<file path="config.mk">
export PLATFORM = sky130hd
export DESIGN_NAME = vend_txn_ctrl_flat
export DESIGN_NICKNAME = d
export VERILOG_FILES = /design/src/rtl/vend_pkg.sv /design/src/rtl/vend_txn_ctrl_if.sv /design/src/rtl/price_rom.sv /design/src/rtl/vend_txn_ctrl.sv /design/src/flat_wrapper.sv
export SDC_FILE = /design/constraint.sdc
export NUM_CORES = 1
export LEC_CHECK = 0
export ABC_AREA = 1
export CORE_MARGIN = 4
export CORE_UTILIZATION = 45
export CTS_BUF_LIST = sky130_fd_sc_hd__clkbuf_8
export CTS_CLUSTER_SIZE = 14
export DETAILED_ROUTE_END_ITERATION = 7
export GPL_TIMING_DRIVEN = 0
export PLACE_DENSITY = 0.65
export SLEW_MARGIN = 30
export SYNTH_ARGS = -nofsm -noshare
export SYNTH_HDL_FRONTEND = slang
export SYNTH_SLANG_ARGS = --single-unit
</file>
<file path="constraint.sdc">
create_clock -name clk -period 6.8 [get_ports clk]
set_input_delay 1.36 -clock clk [delete_from_list [all_inputs] [get_ports clk]]
set_output_delay 1.36 -clock clk [all_outputs]
set_load 0.05 [all_outputs]
</file>
<file path="src/rtl/vend_pkg.sv">
// Shared types and constants for the vending transaction controller:
// state encoding, money width and the slot price table.
package vend_pkg;

  localparam int AMT_W = 12;

  typedef enum logic [2:0] {
    ST_IDLE     = 3'd0,
    ST_CODE_LO  = 3'd1,
    ST_LOOKUP   = 3'd2,
    ST_PAY      = 3'd3,
    ST_DISPENSE = 3'd4,
    ST_CHANGE   = 3'd5
  } state_t;

  // 100 + 50*(row-1) + 25*(col-1) cents on the 4x6 grid; slot 4/6 is empty.
  function automatic logic [AMT_W-1:0] slot_price(input logic [3:0] row, input logic [3:0] col);
    logic [AMT_W-1:0] p;
    p = '0;
    if (row >= 4'd1 && row <= 4'd4 && col >= 4'd1 && col <= 4'd6 &&
        !(row == 4'd4 && col == 4'd6))
      p = AMT_W'(100) + AMT_W'(50) * AMT_W'(row - 4'd1) + AMT_W'(25) * AMT_W'(col - 4'd1);
    return p;
  endfunction

endpackage

</file>
<file path="src/rtl/vend_txn_ctrl_if.sv">
// Keypad, coin and result signals of the vending transaction controller.
// The controller uses the slave modport; whoever drives keypad and coins uses master.
interface vend_txn_ctrl_if;
  import vend_pkg::*;

  logic             digit_valid;
  logic [3:0]       digit;
  logic             cancel;
  logic             coin_valid;
  logic [AMT_W-1:0] coin_value;
  logic [15:0]      code_out;
  logic [AMT_W-1:0] credit;
  logic [AMT_W-1:0] price;
  logic             dispense;
  logic             change_valid;
  logic [AMT_W-1:0] change_amt;
  logic             coin_reject;
  logic             error;
  logic [2:0]       state;

  modport master (
    output digit_valid, digit, cancel, coin_valid, coin_value,
    input  code_out, credit, price, dispense, change_valid, change_amt,
           coin_reject, error, state
  );

  modport slave (
    input  digit_valid, digit, cancel, coin_valid, coin_value,
    output code_out, credit, price, dispense, change_valid, change_amt,
           coin_reject, error, state
  );
endinterface

</file>
<file path="src/rtl/price_rom.sv">
// Combinational price lookup: 8-bit BCD code {row, col} to price in cents.
// Any code outside the populated grid reads as 0 (empty slot).
module price_rom
  import vend_pkg::*;
(
  input  logic [7:0]       code,
  output logic [AMT_W-1:0] price
);
  assign price = slot_price(code[7:4], code[3:0]);
endmodule

</file>
<file path="src/rtl/vend_txn_ctrl.sv">
// Vending transaction sequencer: code entry, price lookup, coin credit, dispense, change.
// Define VEND_TIMEOUT_EN to build the PAY inactivity auto-refund counter.
module vend_txn_ctrl
  import vend_pkg::*;
#(
  parameter int MAX_CREDIT     = 2000,
  parameter int NUM_ROWS       = 4,
  parameter int NUM_COLS       = 6,
  parameter int TIMEOUT_CYCLES = 1000000
) (
  input logic            clk,
  input logic            reset,
  vend_txn_ctrl_if.slave bus
);
  localparam logic [AMT_W:0] MAX_SUM = (AMT_W + 1)'(MAX_CREDIT);

  state_t           state_q, state_d;
  logic [7:0]       code_q, code_d;
  logic [AMT_W-1:0] credit_q, credit_d, price_q, price_d, change_amt_q, change_amt_d;
  logic             dispense_q, dispense_d, change_valid_q, change_valid_d;
  logic             coin_reject_q, coin_reject_d, error_q, error_d;
  logic [AMT_W-1:0] rom_price, credit_acc, refund_amt;
  logic [AMT_W:0]   coin_sum;
  logic             row_ok, col_ok, timeout_hit, enter_change;

  price_rom u_price_rom (.code(code_q), .price(rom_price));

  assign row_ok   = (bus.digit >= 4'd1) && (int'(bus.digit) <= NUM_ROWS);
  assign col_ok   = (bus.digit >= 4'd1) && (int'(bus.digit) <= NUM_COLS);
  // One extra bit so an over-ceiling coin is caught instead of wrapping.
  assign coin_sum = {1'b0, credit_q} + {1'b0, bus.coin_value};

`ifdef VEND_TIMEOUT_EN
  localparam int TW = $clog2(TIMEOUT_CYCLES);
  logic [TW-1:0] idle_cnt;

  assign timeout_hit = (state_q == ST_PAY) && (idle_cnt == TW'(TIMEOUT_CYCLES - 1));

  // Held at zero outside PAY, so it is already clear on entry.
  always_ff @(posedge clk or negedge reset) begin
    if (!reset)                                    idle_cnt <= '0;
    else if (state_q != ST_PAY || bus.coin_valid)  idle_cnt <= '0;
    else if (!timeout_hit)                         idle_cnt <= idle_cnt + 1'b1;
  end
`else
  assign timeout_hit = 1'b0;
`endif

  always_comb begin
    // NOTE: every variable gets a default first so no path leaves one unassigned (no latch).
    state_d        = state_q;
    code_d         = code_q;
    credit_d       = credit_q;
    price_d        = price_q;
    dispense_d     = 1'b0;
    change_valid_d = 1'b0;
    change_amt_d   = '0;
    coin_reject_d  = bus.coin_valid && (state_q != ST_PAY);
    error_d        = 1'b0;
    credit_acc     = credit_q;
    refund_amt     = '0;
    enter_change   = 1'b0;

    unique case (state_q)
      ST_IDLE: begin
        if (bus.digit_valid) begin
          if (row_ok) begin
            code_d[7:4] = bus.digit;
            state_d     = ST_CODE_LO;
          end else begin
            error_d = 1'b1;
          end
        end
      end
      ST_CODE_LO: begin
        if (bus.cancel) begin
          code_d  = '0;
          state_d = ST_IDLE;
        end else if (bus.digit_valid) begin
          if (col_ok) begin
            code_d[3:0] = bus.digit;
            state_d     = ST_LOOKUP;
          end else begin
            error_d = 1'b1;
          end
        end
      end
      ST_LOOKUP: begin
        price_d = rom_price;
        if (rom_price == '0) begin
          error_d = 1'b1;
          code_d  = '0;
          state_d = ST_IDLE;
        end else begin
          state_d = ST_PAY;
        end
      end
      ST_PAY: begin
        if (bus.coin_valid) begin
          if (coin_sum <= MAX_SUM) credit_acc = coin_sum[AMT_W-1:0];
          else                     coin_reject_d = 1'b1;
        end
        // A coin in the cancel cycle is kept, so the refund includes it.
        if (bus.cancel || timeout_hit) begin
          enter_change = 1'b1;
          refund_amt   = credit_acc;
        end else if (credit_q >= price_q) begin
          credit_d   = credit_acc - price_q;
          dispense_d = 1'b1;
          state_d    = ST_DISPENSE;
        end else begin
          credit_d = credit_acc;
        end
      end
      ST_DISPENSE: begin
        enter_change = 1'b1;
        refund_amt   = credit_q;
      end
      ST_CHANGE: state_d = ST_IDLE;
      default:   state_d = ST_IDLE;
    endcase

    // Change is presented on entry to CHANGE, together with the cleared transaction.
    if (enter_change) begin
      state_d        = ST_CHANGE;
      change_valid_d = (refund_amt != '0);
      change_amt_d   = refund_amt;
      credit_d       = '0;
      price_d        = '0;
      code_d         = '0;
    end
  end

  // NOTE: sequential state uses non-blocking assignments so every register samples pre-edge values.
  always_ff @(posedge clk or negedge reset) begin
    if (!reset) begin
      state_q        <= ST_IDLE;
      code_q         <= '0;
      credit_q       <= '0;
      price_q        <= '0;
      dispense_q     <= 1'b0;
      change_valid_q <= 1'b0;
      change_amt_q   <= '0;
      coin_reject_q  <= 1'b0;
      error_q        <= 1'b0;
    end else begin
      state_q        <= state_d;
      code_q         <= code_d;
      credit_q       <= credit_d;
      price_q        <= price_d;
      dispense_q     <= dispense_d;
      change_valid_q <= change_valid_d;
      change_amt_q   <= change_amt_d;
      coin_reject_q  <= coin_reject_d;
      error_q        <= error_d;
    end
  end

  assign bus.code_out     = {8'h00, code_q};
  assign bus.credit       = credit_q;
  assign bus.price        = price_q;
  assign bus.dispense     = dispense_q;
  assign bus.change_valid = change_valid_q;
  assign bus.change_amt   = change_amt_q;
  assign bus.coin_reject  = coin_reject_q;
  assign bus.error        = error_q;
  assign bus.state        = state_q;

endmodule

</file>
<file path="src/flat_wrapper.sv">
// flat-port wrapper written by rule: the top's interface ports become plain ports
module vend_txn_ctrl_flat import vend_pkg::*;
#(
  parameter int MAX_CREDIT     = 2000,
  parameter int NUM_ROWS       = 4,
  parameter int NUM_COLS       = 6,
  parameter int TIMEOUT_CYCLES = 1000000
)
  (clk, reset, bus_digit_valid, bus_digit, bus_cancel, bus_coin_valid, bus_coin_value, bus_code_out, bus_credit, bus_price, bus_dispense, bus_change_valid, bus_change_amt, bus_coin_reject, bus_error, bus_state);
  vend_txn_ctrl_if bus_i ();
  input logic clk;
  input logic reset;
  input wire logic [$bits(bus_i.digit_valid)-1:0] bus_digit_valid;
  input wire logic [$bits(bus_i.digit)-1:0] bus_digit;
  input wire logic [$bits(bus_i.cancel)-1:0] bus_cancel;
  input wire logic [$bits(bus_i.coin_valid)-1:0] bus_coin_valid;
  input wire logic [$bits(bus_i.coin_value)-1:0] bus_coin_value;
  output wire logic [$bits(bus_i.code_out)-1:0] bus_code_out;
  output wire logic [$bits(bus_i.credit)-1:0] bus_credit;
  output wire logic [$bits(bus_i.price)-1:0] bus_price;
  output wire logic [$bits(bus_i.dispense)-1:0] bus_dispense;
  output wire logic [$bits(bus_i.change_valid)-1:0] bus_change_valid;
  output wire logic [$bits(bus_i.change_amt)-1:0] bus_change_amt;
  output wire logic [$bits(bus_i.coin_reject)-1:0] bus_coin_reject;
  output wire logic [$bits(bus_i.error)-1:0] bus_error;
  output wire logic [$bits(bus_i.state)-1:0] bus_state;
  assign bus_i.digit_valid = bus_digit_valid;
  assign bus_i.digit = bus_digit;
  assign bus_i.cancel = bus_cancel;
  assign bus_i.coin_valid = bus_coin_valid;
  assign bus_i.coin_value = bus_coin_value;
  assign bus_code_out = bus_i.code_out;
  assign bus_credit = bus_i.credit;
  assign bus_price = bus_i.price;
  assign bus_dispense = bus_i.dispense;
  assign bus_change_valid = bus_i.change_valid;
  assign bus_change_amt = bus_i.change_amt;
  assign bus_coin_reject = bus_i.coin_reject;
  assign bus_error = bus_i.error;
  assign bus_state = bus_i.state;
  vend_txn_ctrl #(.MAX_CREDIT(MAX_CREDIT), .NUM_ROWS(NUM_ROWS), .NUM_COLS(NUM_COLS), .TIMEOUT_CYCLES(TIMEOUT_CYCLES)) u_core (.clk(clk), .reset(reset), .bus(bus_i));
endmodule
</file>
== Yosys cells after proc, flatten, opt, wreduce, memory -nomap -nowiden ==
Cells that the tools add are included.
Widths: inputs -> output; s select.

* Memories: 0
* Bits in read-only memories: 0
* Bits in writable memories: 0
* Word-level logic and storage cells: 113
* Bits in registers: 51
* Output and inout bits: 59
* Latch bits: 0

* Equality and inequality tests: 17
* Div/mod/pow operators: 0
* Multiply operators: 2
* Reduce and logical (&&, ||, !) cells: 20
* Shifts and indexed selects: 0
* Bitwise logic cells: 0
* Add/subtract/negate cells: 6
* Mux-type cells: 49
* Order comparisons: 9

{| class="wikitable"
|+ Operator list
! kind !! number
|-
| $mux 12 || 12
|-
| $mux 3 || 8
|-
| $mux 4 || 6
|-
| $pmux 12 s2 || 1
|-
| $le 4x3->1 const B || 4
|-
| $mux 8 || 2
|-
| $pmux 3 s5 || 1
|-
| $mux 1 || 14
|-
| $add 12x12->13 || 1
|-
| $le 13x11->1 const B || 1
|-
| $add 12x12->12 || 1
|-
| $add 7x12->12 const A || 1
|-
| $ge 12x12->1 || 1
|-
| $ge 4x1->1 const B || 3
|-
| $logic_not 12->1 || 1
|-
| $mul 5x12->11 const A || 1
|-
| $ne 3x2->1 const B || 4
|-
| $pmux 4 s3 || 1
|-
| $reduce_bool 12->1 || 1
|-
| $sub 12x12->12 || 1
|-
| $mul 6x5->11 const A || 1
|-
| $sub 4x1->5 const B || 2
|-
| $ne 3x1->1 const B || 3
|-
| $eq 4x3->1 const B || 2
|-
| other kinds (20) || 30
|}

== Depth between registers and ports, before layout ==
* Depth in word-level cells: 10
* Gate-level depth with buffers: 30

== By module ==
Synthesis repeated with hierarchy kept, for this count alone.

* Cells, all modules: 781
* Area, all modules: 5640.4 um2

{| class="wikitable"
|+ Modules (own cells, without submodules)
! module !! seq. area each (um2) !! area each (um2) !! cells each !! times used
|-
| vend_txn_ctrl || 1276.2 || 3940.0 || 538 || 1
|-
| price_rom || 0.0 || 1700.4 || 243 || 1
|}

== Worst setup path before layout ==
Ideal clock, no wire load.

* Kind: register -> register
* From: reg u_core.code_q[4]
* To: reg u_core.state_q[1], in the netlist u_core.bus.state[1]
* Required time: 6670 ps
* Cell stages (with the launch flop): 30
* Arrival time: 5133 ps
* Period minus slack after synthesis: 5264 ps
* Slack: 1536 ps
* Cell sequence: dfrtp_1 -> inv_1 -> nand3_1 -> xor2_1 -> inv_1 -> ha_1 -> ha_1 -> fa_1 -> ha_1 -> nand2_1 -> nor2_1 -> a211oi_1 -> xor2_1 -> inv_1 -> ha_1 -> ha_1 -> nand2_1 -> inv_1 -> nand4_1 -> o211ai_1 -> or2_2 -> nand3_1 -> nand2_1 -> nor2_1 -> nand2_1 -> nand2_2 -> buf_6 -> nand2_1 -> nand2_1 -> nand2_1

* Cells in the longest elaborated chain, start to end: 10

{| class="wikitable"
|+ Ends and longest elaborated chain
! item !! RTL line !! source
|-
| start: declaration || vend_txn_ctrl.sv:18 || <nowiki>logic [7:0] code_q, code_d;</nowiki>
|-
| start signal: assignment || vend_txn_ctrl.sv:148 || <nowiki>code_q <= code_d;</nowiki>
|-
| branches (longest 5 deep; another with $mul 5x12->11) || - ||
|-
| $mux 12 * || vend_pkg.sv:20 || <nowiki>if (row >= 4'd1 && row <= 4'd4 && col >= 4'd1 && col <= 4'd6 &&</nowiki>
|-
| $logic_not 12->1 * || vend_txn_ctrl.sv:90 || <nowiki>if (rom_price == '0) begin</nowiki>
|-
| $mux 2 * || vend_txn_ctrl.sv:90 ||
|-
| $pmux 3 s5 * || vend_txn_ctrl.sv:64 || <nowiki>unique case (state_q)</nowiki>
|-
| $mux 3 * || vend_txn_ctrl.sv:124 || <nowiki>if (enter_change) begin</nowiki>
|-
| end signal: assignment || vend_txn_ctrl.sv:147 || <nowiki>state_q <= state_d;</nowiki>
|-
| end: declaration || vend_txn_ctrl.sv:17 || <nowiki>state_t state_q, state_d;</nowiki>
|}

Every way passes the cells marked *.
A chain may end at the register's enable or synchronous reset.

== Worst setup path after layout ==
Same ends and word-level chain as after synthesis.

==> run metrics <==
clk slew on worst S/H paths=roughly 0.09 ns; CP startpoint=u_core.code_q[4]; highest routed layer=met4; Synth Area per Inst=7.266 µm²; top-count cell post-synth=nand2_1; routability cong.=0.9015; Worst setup endpoint=u_core.bus.state[1]; Area Growth Syn to Fin=18.78%; synthesized flop and latch total=51; Layout Skew=0.008870 ns; initial DRC count=approximately 310; synth top area cells=dfrtp_1, ha_1, nand2_1; Cell Count, Final, Fillers Out=roughly 1000; Critical R2R Capture=u_core.bus.state[1]; post-route ant nets=0; placed cells=1029; Fmax=173.2 MHz; max_cap viols=0; cell count after synthesis=782; Hold Buf Count CTS=0; Die ar.=0.01449 mm²; met1 wire length=7.430 mm; Hold Violations, Final=0; total gr overflow=0; Post-Route WL=14.01 mm; Setup Slack @ Placement=~1.1 ns; area of the core=~0.012 mm²; Post-CTS Setup Inserts=0; Initial Util=between 40 and 50%; GRT Total Usage=between 10% and 20%; Synth Flop Type=dfrtp_1; vias in the first global route=between 4000 and 5000; TritonCTS Buffers=5; status=complete, no violations; post-synthesis sequential area ratio=approximately 22%; setup ws final=around 1 ns; antenna violations before repair=0; TritonRoute pass-1 iters=5; Slew Limit Fails=0; Cell variety after synth=49; # clock sinks=51; critical path peak fanout=10; mapped cell area=0.005682 mm²; WL/cell=13.52 µm; slowest CP cell=xor2_1; FF-to-FF setup slack=about 1.0 ns; clk buf depth=2; Slew headroom=approximately 45%; Slowest Stage Delay on Critical Path=0.49 ns; met2 WL post-DR=slightly below 6 mm; Clock Latency Late Sink=approximately 0.30 ns; top-area cell type share of the netlist area=22.46%; DP HPWL=12.06 mm; root buffer selected by CTS=clkbuf_8; CTS tree=yes; most used cell, CP=nand2_1; synth cell count leaders=nand2_1, inv_1, ha_1, dfrtp_1, nand3_1; H-tree depth=2; Site Rows=40; fin crit share=84.91%; cts repair resizes=0; Die Wd=120.4 µm; worst path required time=6.99 ns; Layout Nets=987; ratio of cells with drive above 1 in the final layout=7.373%; number of synthesized flops with an enable pin=0; Hold WC Path Type=register to register; die height=120.4 µm; Layout fillers=1196; first-pass GRT wire length=23.17 mm; antenna cells=0; post-synth top area cell=dfrtp_1; Remaining DRCs=0; Crit. End Element=register; r2r worst-path depth=29; reg2reg start=u_core.code_q[4]; met3 routed WL=roughly 660 µm; Critical Path AT=5.96 ns; Vias=around 5200; via/cell ratio=5.036; Slew @ Worst Pin=approximately 0.8 ns; Tmin final=5.774 ns; yosys warns=0; ys async rst share=100.0%; final setup vio count=0; IO Pins=80; largest net degree at the start of global routing=32; CP startpoint kind=register; RSZ-0062 raised after global routing=false; I/O Buffers=71; setup tns final=0 ns; CP Class=register to register
critical path: cells and delay by family, from the launching register on:
family,cells,cell delay (ns)
buffers and inverters,5,0.64
AND/OR/NAND/NOR,14,1.42
flip-flops,1,0.46
AO/OA/AOI/OAI,2,0.38
XOR/XNOR,2,0.67
adder cells (fa/ha/maj),6,2.07
cells in the final DEF, fill, tap and decap left out, types with 4 or more instances in the layout:
cell type,Yosys,layout
nand2_2,18,18
inv_1,138,139
nor3_1,7,7
o221ai_1,10,10
fa_1,10,10
xnor2_1,9,9
dfrtp_1,51,51
ha_1,88,88
nand4_1,20,20
xor2_1,22,22
clkbuf_1,6,6
o21ai_0,17,17
buf_4,9,10
clkbuf_8,0,5
nand2_1,181,181
or2_2,6,6
conb_1,1,8
nand3_2,6,6
nor2_1,47,47
o21ai_1,4,4
o22ai_1,8,8
a21oi_1,37,37
clkdlybuf4s50_1,0,70
nand3_1,50,50
flip-flops by register name, indices dropped and copies added (netlist names):
signal / cells
u_core.bus.price: 12
u_core.bus.error: 1
u_core.code_q: 8
u_core.bus.state: 3
u_core.bus.dispense: 1
u_core.bus.change_amt: 12
u_core.bus.credit: 12
u_core.bus.coin_reject: 1
u_core.bus.change_valid: 1
per-layer routing:
| layer | GRT usage, % | up-vias |
|---|---|---|
| met2 | 29.17 | 105 |
| met1 | 29.86 | 2418 |
| met3 | 3.134 | 9 |
| met5 | 0 | - |
| met4 | 2.620 | 0 |
| li1 | - | 2685 |
logic make-up after synthesis:
logic type      count (synthesis)  share of synthesized area [%]
buf+inv                       161                          11.83
xor+xnor                       31                          4.779
fa+ha+maj                      98                          22.90
flops                          51                          22.46
simple gates                  346                          27.68
compound gates                 94                          10.28
other cells                     1                        0.06600
cell type report:
cell class / count / area, µm² / share of cell area, %
well taps: 168 / 210.2 / 3.115
repair buffers: 72 / 728.2 / 10.79
flip-flops and latches: 51 / 1276 / 18.91
plain buffers: 20 / 142.6 / 2.113
clock buffers: 5 / 68.82 / 1.020
clock inverters: 2 / 33.78 / 0.5006
inverters: 141 / 529.3 / 7.842
multi-input cells: 577 / 3760 / 55.71
per-stage QoR:
stage               hold slack (ns)  area, µm²  utilization (%)
global placement             0.4975       6629            54.51
detailed placement           0.4970       6646            54.65
global route                 0.5478       6749            55.49
floorplan                    0.7615       5708                -
finish                       0.5186       6749            55.49
CTS                          0.5216       6749            55.49
how the worst min path moves through the flow:
stage / startpoint / to / slack, ns / depth (start not counted)
finish: u_core.code_q[5] / u_core.code_q[5] / 0.52 / 2
global route: u_core.code_q[5] / u_core.code_q[5] / 0.55 / 2
CTS: u_core.code_q[5] / u_core.code_q[5] / 0.52 / 2
detailed placement: u_core.code_q[5] / u_core.code_q[5] / 0.50 / 2
global placement: u_core.code_q[5] / u_core.code_q[5] / 0.50 / 2
floorplan: u_core.code_q[5] / u_core.code_q[5] / 0.76 / 2
Power is not shown: default switching activity piles up to over one toggle a cycle in this logic, so the estimate is an artifact.
